## config.mk

```make
export PLATFORM = sky130hd
export DESIGN_NAME = mem_sweep_ctrl_flat
export DESIGN_NICKNAME = d
export VERILOG_FILES = /design/src/rtl/mem_sweep_if.sv /design/src/rtl/mem_sweep_ctrl.sv /design/src/flat_wrapper.sv
export SDC_FILE = /design/constraint.sdc
export NUM_CORES = 1
export LEC_CHECK = 0
export ABC_AREA = 1
export CORE_ASPECT_RATIO = 0.5
export CORE_MARGIN = 2
export CORE_UTILIZATION = 30
export CTS_BUF_LIST = sky130_fd_sc_hd__clkbuf_8
export DETAILED_ROUTE_END_ITERATION = 8
export GPL_TIMING_DRIVEN = 0
export PLACE_DENSITY_LB_ADDON = 0.2
export SLEW_MARGIN = 20
export SYNTH_ARGS = -nofsm -noshare
export SYNTH_HDL_FRONTEND = slang
export SYNTH_SLANG_ARGS = --single-unit
```

## constraint.sdc

```tcl
create_clock -name clk -period 1.81 [get_ports clk]
set_input_delay 0.181 -clock clk [delete_from_list [all_inputs] [get_ports clk]]
set_output_delay 0.181 -clock clk [all_outputs]
set_load 0.01 [all_outputs]
```

## src/rtl/mem_sweep_if.sv

```systemverilog
// Memory-side bus of the sweep controller.
// Master drives address/write; slave returns synchronous read data.
interface mem_sweep_if #(
    parameter int ADDR_W = 10,
    parameter int DATA_W = 16
);
    logic [ADDR_W-1:0] mem_addr;
    logic              mem_wr_en;
    logic [DATA_W-1:0] mem_wr_data;
    logic [DATA_W-1:0] mem_rd_data;

    modport master (
        output mem_addr,
        output mem_wr_en,
        output mem_wr_data,
        input  mem_rd_data
    );

    modport slave (
        input  mem_addr,
        input  mem_wr_en,
        input  mem_wr_data,
        output mem_rd_data
    );
endinterface

```

## src/rtl/mem_sweep_ctrl.sv

```systemverilog
// Memory sweep controller: fill, verify or clear a RAM address space,
// free-running or stepped by a debounced button, counting mismatches.
module mem_sweep_ctrl #(
    parameter int          DATA_W = 16,
    parameter int          ADDR_W = 10,
    parameter logic [15:0] SEED   = 16'hA5C3
) (
    input  logic              clk,
    input  logic              reset_n,
    input  logic              start,
    input  logic              abort,
    input  logic [1:0]        op,
    input  logic              step_mode,
    input  logic              next,
    mem_sweep_if.master       mem,
    output logic              busy,
    output logic              done,
    output logic              pass,
    output logic [ADDR_W:0]   err_count,
    output logic [ADDR_W-1:0] first_err_addr,
    output logic [ADDR_W-1:0] cur_addr
);
    typedef enum logic [2:0] {
        IDLE,
        WRITE,
        RD_ISSUE,
        RD_CHECK,
        HOLD,
        DONE
    } state_t;

    localparam logic [1:0] OP_FILL   = 2'b00;
    localparam logic [1:0] OP_VERIFY = 2'b01;
    localparam logic [1:0] OP_FV     = 2'b10;
    localparam logic [1:0] OP_CLEAR  = 2'b11;

    localparam logic [DATA_W-1:0] SEED_D = DATA_W'(SEED);

    function automatic logic [DATA_W-1:0] pat(input logic [ADDR_W-1:0] a);
        return DATA_W'(a) ^ SEED_D;
    endfunction

    state_t            state;
    logic [1:0]        op_q;
    logic              step_q;
    logic              rd_phase;
    logic              next_q;
    logic [ADDR_W-1:0] addr;
    logic              wr_en;
    logic [DATA_W-1:0] wr_data;

    logic              next_rise;
    logic              mismatch;
    state_t            adv_state;
    logic [ADDR_W-1:0] adv_addr;
    logic              adv_rd;
    logic [DATA_W-1:0] adv_data;

    assign next_rise       = next & ~next_q;
    assign mismatch        = mem.mem_rd_data != pat(addr);
    assign mem.mem_addr    = addr;
    assign mem.mem_wr_en   = wr_en;
    assign mem.mem_wr_data = wr_data;
    assign cur_addr        = addr;
    assign pass            = done && (err_count == '0);

    // Where the sweep goes after finishing the current address.
    always_comb begin
        adv_state = rd_phase ? RD_ISSUE : WRITE;
        adv_addr  = addr + 1'b1;
        adv_rd    = rd_phase;
        if (&addr) begin
            if (!rd_phase && op_q == OP_FV) begin
                adv_state = RD_ISSUE;
                adv_addr  = '0;
                adv_rd    = 1'b1;
            end else begin
                adv_state = DONE;
                adv_addr  = addr;
            end
        end
        adv_data = (op_q == OP_CLEAR) ? '0 : pat(adv_addr);
    end

    always_ff @(posedge clk or negedge reset_n) begin
        if (!reset_n) begin
            state          <= IDLE;
            op_q           <= OP_FILL;
            step_q         <= 1'b0;
            rd_phase       <= 1'b0;
            next_q         <= 1'b0;
            addr           <= '0;
            wr_en          <= 1'b0;
            wr_data        <= '0;
            busy           <= 1'b0;
            done           <= 1'b0;
            err_count      <= '0;
            first_err_addr <= '0;
        end else begin
            next_q <= next;
            wr_en  <= 1'b0;
            if (abort && state != IDLE) begin
                state <= IDLE;
                busy  <= 1'b0;
                done  <= 1'b0;
            end else begin
                unique case (state)
                    IDLE, DONE: begin
                        if (start) begin
                            op_q           <= op;
                            step_q         <= step_mode;
                            addr           <= '0;
                            err_count      <= '0;
                            first_err_addr <= '0;
                            done           <= 1'b0;
                            busy           <= 1'b1;
                            if (op == OP_VERIFY) begin
                                state    <= RD_ISSUE;
                                rd_phase <= 1'b1;
                            end else begin
                                state    <= WRITE;
                                rd_phase <= 1'b0;
                                wr_en    <= 1'b1;
                                wr_data  <= (op == OP_CLEAR) ? '0 : SEED_D;
                            end
                        end
                    end
                    RD_ISSUE: state <= RD_CHECK;
                    WRITE, RD_CHECK, HOLD: begin
                        if (state == RD_CHECK && mismatch) begin
                            err_count <= err_count + 1'b1;
                            if (err_count == '0)
                                first_err_addr <= addr;
                        end
                        if (state != HOLD && step_q) begin
                            state <= HOLD;
                        end else if (state != HOLD || next_rise) begin
                            state    <= adv_state;
                            addr     <= adv_addr;
                            rd_phase <= adv_rd;
                            wr_en    <= (adv_state == WRITE);
                            wr_data  <= adv_data;
                            if (adv_state == DONE) begin
                                done <= 1'b1;
                                busy <= 1'b0;
                            end
                        end
                    end
                    default: state <= IDLE;
                endcase
            end
        end
    end
endmodule

```

## src/flat_wrapper.sv

```systemverilog
// flat-port wrapper written by rule: the top's interface ports become plain ports
module mem_sweep_ctrl_flat 
#(
    parameter int          DATA_W = 16,
    parameter int          ADDR_W = 10,
    parameter logic [15:0] SEED   = 16'hA5C3
)
  (clk, reset_n, start, abort, op, step_mode, next, busy, done, pass, err_count, first_err_addr, cur_addr, mem_mem_addr, mem_mem_wr_en, mem_mem_wr_data, mem_mem_rd_data);
  mem_sweep_if #(.ADDR_W(ADDR_W), .DATA_W(DATA_W)) mem_i ();
  input  logic clk;
  input  logic reset_n;
  input  logic start;
  input  logic abort;
  input  logic [1:0] op;
  input  logic step_mode;
  input  logic next;
  output logic busy;
  output logic done;
  output logic pass;
  output logic [ADDR_W:0] err_count;
  output logic [ADDR_W-1:0] first_err_addr;
  output logic [ADDR_W-1:0] cur_addr;
  output wire logic [$bits(mem_i.mem_addr)-1:0] mem_mem_addr;
  output wire logic [$bits(mem_i.mem_wr_en)-1:0] mem_mem_wr_en;
  output wire logic [$bits(mem_i.mem_wr_data)-1:0] mem_mem_wr_data;
  input wire logic [$bits(mem_i.mem_rd_data)-1:0] mem_mem_rd_data;
  assign mem_mem_addr = mem_i.mem_addr;
  assign mem_mem_wr_en = mem_i.mem_wr_en;
  assign mem_mem_wr_data = mem_i.mem_wr_data;
  assign mem_i.mem_rd_data = mem_mem_rd_data;
  mem_sweep_ctrl #(.DATA_W(DATA_W), .ADDR_W(ADDR_W), .SEED(SEED)) u_core (.clk(clk), .reset_n(reset_n), .start(start), .abort(abort), .op(op), .step_mode(step_mode), .next(next), .mem(mem_i), .busy(busy), .done(done), .pass(pass), .err_count(err_count), .first_err_addr(first_err_addr), .cur_addr(cur_addr));
endmodule
```

## After elaboration in Yosys (flattened, before gate mapping)

Cells that the tools add are included.

- Logic and storage cells: 121
- Bits in latches: 0
- Memories: 0
- ROM bits: 0
- Register bits: 58
- Input bits: 24
- Bits in writable memories: 0
- Output and inout port bits: 61

- $lt $le $gt $ge: 0
- $add $sub $neg: 2
- Reduce and logical (&&, ||, !) cells: 23
- Eq/ne operators: 26
- Divide/modulo/power cells: 0
- Multipliers: 0
- Shift-type cells: 0
- Bitwise logic cells: 5
- Mux-type cells: 53

Operator list:

| kind | number |
|---|---|
| $mux W16 | 6 |
| $mux W10 | 7 |
| $pmux W10 S2 | 2 |
| $pmux W16 S2 | 1 |
| $mux W11 | 2 |
| $pmux W11 S2 | 1 |
| $mux W1 | 21 |
| $mux W3 | 6 |
| $ne A16 B16 Y1 | 1 |
| $not A5 Y8 | 2 |
| $reduce_and A5 Y1 | 3 |
| $add A11 B1 Y11 const B | 1 |
| $logic_not A11 Y1 | 1 |
| $add A10 B1 Y10 const B | 1 |
| $ne A2 B1 Y1 const B | 5 |
| $reduce_and A10 Y1 | 1 |
| $eq A3 B3 Y1 const B | 3 |
| $pmux W3 S3 | 1 |
| $pmux W1 S2 | 4 |
| $reduce_and A7 Y1 | 1 |
| $eq A2 B2 Y1 const B | 3 |
| $eq A3 B1 Y1 const B | 2 |
| $eq A3 B2 Y1 const B | 2 |
| $ne A2 B2 Y1 const B | 3 |
| other kinds (20) | 29 |

## Depth between registers and ports, before layout

- Depth after elaboration: 10
- Mapped depth: 12
- Mapped depth without buffers: 12

## Least setup slack after synthesis

OpenSTA, ideal clock, no wires.

- Kind: register to register
- Start point: reg u_core.addr[0], in the netlist u_core.cur_addr[0]
- End point: reg u_core.addr[1], in the netlist u_core.cur_addr[1]
- Clock period less this slack: 1,719 ps
- Path slack: 91 ps
- Data arrival time: 1,636 ps
- Data required time: 1,727 ps
- Cell stages (with the launch flop): 8
- Path buffers: 0
- Path through: dfrtp_1 > ha_1 > nand3_1 > nor3_4 > nand3_2 > o21ai_0 > nand2_1 > o21ai_0

- Cells in the longest elaborated chain, start to end: 5
- Elaborated cells between the ends (all ways): 6

Ends and longest elaborated chain:

| element | RTL line | RTL |
|---|---|---|
| start: declaration | mem_sweep_ctrl.sv:48 | `logic [ADDR_W-1:0] addr;` |
| start signal: assignment | mem_sweep_ctrl.sv:139 | `addr <= adv_addr;` |
| $add A10 B1 Y10 / $reduce_and A10 Y1 (equally long branches) | mem_sweep_ctrl.sv:70, mem_sweep_ctrl.sv:72 |  |
| $mux W10 (*) | mem_sweep_ctrl.sv:72 | `if (&addr) begin` |
| $mux W10 (*) | mem_sweep_ctrl.sv:137 | `end else if (state != HOLD \|\| next_rise) begin` |
| $mux W10 (*) | mem_sweep_ctrl.sv:135 | `if (state != HOLD && step_q) begin` |
| $pmux W10 S2 (*) | mem_sweep_ctrl.sv:107 | `unique case (state)` |

Every way passes the cells marked *; elsewhere a longest branch is shown, timed or not. The select of a mux whose other input is x is not followed.
A chain may end at the register's enable or synchronous reset.

## Final worst setup path

- Start point: reg u_core.addr[0], in the netlist u_core.cur_addr[0]
- End point: reg u_core.err_count[3]

- Cells in the longest elaborated chain, start to end: 5

Ends and longest elaborated chain:

| element | RTL line | RTL |
|---|---|---|
| $not A5 Y8 (no line) | - |  |
| $ne A16 B16 Y1 | mem_sweep_ctrl.sv:60 | `assign mismatch = mem.mem_rd_data != pat(addr);` |
| $logic_and A1 B1 Y1 | mem_sweep_ctrl.sv:130 | `if (state == RD_CHECK && mismatch) begin` |
| $ne A2 B1 Y1 (no line) | - |  |
| $reduce_and A4 Y1 (no line) | - |  |
| end signal: assignment | mem_sweep_ctrl.sv:131 | `err_count <= err_count + 1'b1;` |
| end: declaration | mem_sweep_ctrl.sv:19 | `output logic [ADDR_W:0] err_count,` |

No other way between the ends.

==> flow_summary.ini <==
[run_status]
outcome = completed

[clocking]
path_clk_slew_ns = 0.10
clock_sinks = 53
clk_latency_ns = 0.32
htree_num_levels = 2
cts_tree = done
clockRootBuffer = clkbuf_8
cts_buffers = 5
clockBufferDepth = 2

[power_and_ir_drop]
p_sw_mw = 2.26
p_comb_share_pct = 54.6
vdd_drop_max_mv = 0.414
power_frac_seq_pct = 31.7
power_density_mw_per_mm2 = 1120
p_int_mw = 2.81
p_clk_share_pct = 13.7
switching_share_pct = 44.6
p_leak_nw = 2.26

[floorplanning]
die-area_sq_mm = 0.0118
initial_core_util_pct = 31.4
pin_count = 85
core_area_sq_mm = 0.0104
fp.dieH_um = 77.7
die_w_um = 151
row_count = 26

[drt]
drt_first_pass_iters = 4
wl_per_cell_um = 13.0
drt_wl_total_mm = 9.09
vias = 3158
drt-initial-drc-count = 199
drc = 0
ant_nets = 0
viasPerCell = 4.50

[synthesis]
syn_area_per_cell_sq_um = 7.15
synthTopCellsByCount = nand2_1 (151), dfrtp_1 (53), inv_1 (50)
synth_cell_types = 34
synth_cells = 456
synthArstFlopShare_pct = 100
synth_edf_count = 0
ys_ff_latch = 53
synth_ff_type = dfrtp_1
yosysMostFrequentCell = nand2_1
syn-cell-area_sq_mm = 0.00326
synth_largest_area_cell = dfrtp_1
ys_seq_area_share_pct = 40.7
ys_top_cells_by_area = dfrtp_1 (41%), nand2_1 (17%), nand3_1 (7.1%)
yosys.area.top_type_share_pct = 40.7
ys_warn_count = 0

[setup_path]
worst_setup_path_start_kind = flop
path_cells = buf_4 > inv_2 > nand2_1 > nand2_1 > nand2_1 > nor2_1 > nand3_2 > nand2_1 > nand2_2 > buf_4 > nand3_1 > nand2_1
cp.required_ns = 2.03
r2r-end = u_core.err_count[3]
setup.worst_path.class = flop to flop
path_buf_inv = 3
cp-end-kind = flop
reg2reg_slack_ns = 0.1
r2r_cells = 12
r2r-start = u_core.cur_addr[0]
path_common_cell = nand2_1
slowest_stage = dfrtp_2
cp_slowest_stage_delay_ns = 0.43
cp.arrival_ns = 1.93
crit_family = simple AND/OR/NAND/NOR gates
crit_fanout = 10

[placement]
gp_congestion = 0.867
pre_cts_slack_ns = -0.291
place.port_buffers = 81
dp.final_hpwl_mm = 6.64

[grt]
grt_pass1_wl_mm = 14.7
antenna_found_initial = 0
gr-total-overflow = 0
grt_usage_pct = 16.0
grt_start_max_net_pins = 54
grt_pass1_vias = 2863

[layout]
layout-drive-gt1-share_pct = 16.4
area_growth_pct = 38.9
n_antenna_cell = 0
layout.nets = 588

[timing]
finalSetupViolations = 0
finalHoldViolCount = 0
fmax_mhz = 584
period_needed_ns = 1.71
fin_skew_ns = 0.00430
finalWorstSetupSlack_ns = 0.0982
tns_ns = 0
rsz0062_at_grt = yes
worstMarginPinSlew_ns = 0.684
drv_slew = 0
slew_headroom_pct = 54.4
fin_crit_sh_pct = 94.6
whs_ns = 0.327

[worst_hold_path]
hold_end = u_core.next_q
hold_depth = 1
hold_path_class = input port to flop
min_from = next

[job]
cap_violations = 0
==> metrics by stage <==
step           total power, mW  util, %  area (sq um)  std cells
2_1_floorplan             3.25        -          3270        458
3_3_place_gp              4.23     41.0          4250        679
4_1_cts                   4.98     42.3          4390        691
6_report                  5.07     43.6          4530        702
3_5_place_dp              4.24     40.9          4250        679
5_1_grt                   5.48     43.6          4530        702
==> power by group through the flow <==
stage                     Clock (mW)  Sequential (mW)  Combinational, mW
after global routing           0.758             1.64               3.09
after global placement             0             1.68               2.55
after CTS                      0.723             1.62               2.64
final                          0.694             1.61               2.77
after detailed placement           0             1.68               2.56
after floorplan                    0             1.70               1.55
==> layer usage <==
layer / wire length, um / GRT usage [%] / share of wire, %
met4: 63 / 4.21 / 0.69
met3: 554 / 3.53 / 6.1
met5: 0 / 0 / 0
met2: 3780 / 22.6 / 42
met1: 4690 / 24.2 / 52
==> worst reg2reg max path, cell delays in order (launching register included) <==
cell and delay (ns):
dfrtp_2 0.43, buf_4 0.18, inv_2 0.09, nand2_1 0.05
nand2_1 0.06, nand2_1 0.05, nor2_1 0.12, nand3_2 0.12
nand2_1 0.11, nand2_2 0.08, buf_4 0.19, nand3_1 0.09
nand2_1 0.05
==> layout make-up <==
cell class / instances / area (sq um)
inverters: 53 / 200
clock buffers: 5 / 68.8
well taps: 140 / 175
clock inverters: 3 / 13.8
flip-flops and latches: 53 / 1340
repair buffers: 98 / 942
multi-input cells: 326 / 1620
fillers: 1085 / 5850
plain buffers: 24 / 170
==> sequential cells by signal, summed over array words and instances, names as in the netlist <==
register and count:
u_core.cur_addr 10, u_core.rd_phase 1, u_core.state 3, u_core.step_q 1, u_core.done 1, u_core.err_count 11
u_core.op_q 2, u_core.busy 1, u_core.next_q 1, u_core.mem.mem_wr_data 11, u_core.first_err_addr 10, u_core.mem.mem_wr_en 1
==> placed cells by master, fill, tap and decap left out, drive strengths merged <==
| cell | synthesis | routed |
|---|---|---|
| nand2 | 156 | 156 |
| clkdlybuf4s50 | 0 | 79 |
| inv | 52 | 53 |
| dfrtp | 53 | 53 |
| nand3 | 49 | 49 |
| nor2 | 47 | 47 |
| buf | 23 | 38 |
| o21ai | 23 | 23 |
| a21oi | 13 | 13 |
| xor2 | 11 | 11 |
| nor3 | 10 | 10 |
| clkbuf | 3 | 8 |
| nand4 | 3 | 3 |
| clkinv | 1 | 3 |
| conb | 1 | 3 |
| ha | 3 | 3 |
| o22ai | 2 | 2 |
| xnor2 | 2 | 2 |
| nor3b | 1 | 1 |
| o21bai | 1 | 1 |
| o211ai | 1 | 1 |
| o21a | 1 | 1 |
| dlygate4sd3 | 0 | 1 |
| clkdlybuf4s15 | 0 | 1 |
==> cells by family after synthesis <==
logic type	after synthesis	synth area share, %
AOI/OAI and AO/OA	41	7.18
xor gates and xnor gates	13	3.49
adders and majority gates	3	1.15
buffers and inverters	79	11.4
DFF	53	40.7
other	1	0.115
and+or+nand+nor	266	35.9
==> how the worst max path moves through the flow <==
stage,start,endpoint,depth (start not counted)
after detailed placement,u_core.cur_addr[0],u_core.cur_addr[1],7
after floorplan,u_core.cur_addr[0],u_core.cur_addr[1],7
after CTS,u_core.err_count[0],pass,5
final,u_core.cur_addr[0],u_core.err_count[3],12
after global placement,reset_n,u_core.first_err_addr[4],1
after global routing,u_core.cur_addr[0],u_core.first_err_addr[7],12
==> timing repair <==
item,CTS,global route
endpoints found under the setup margin,42,50
gates resized for setup,8,25
pin swaps,1,3
setup buffers,4,12
hold endpoints to repair,53,0
hold buffers,1,0
Power figures use the tool's default switching activity.
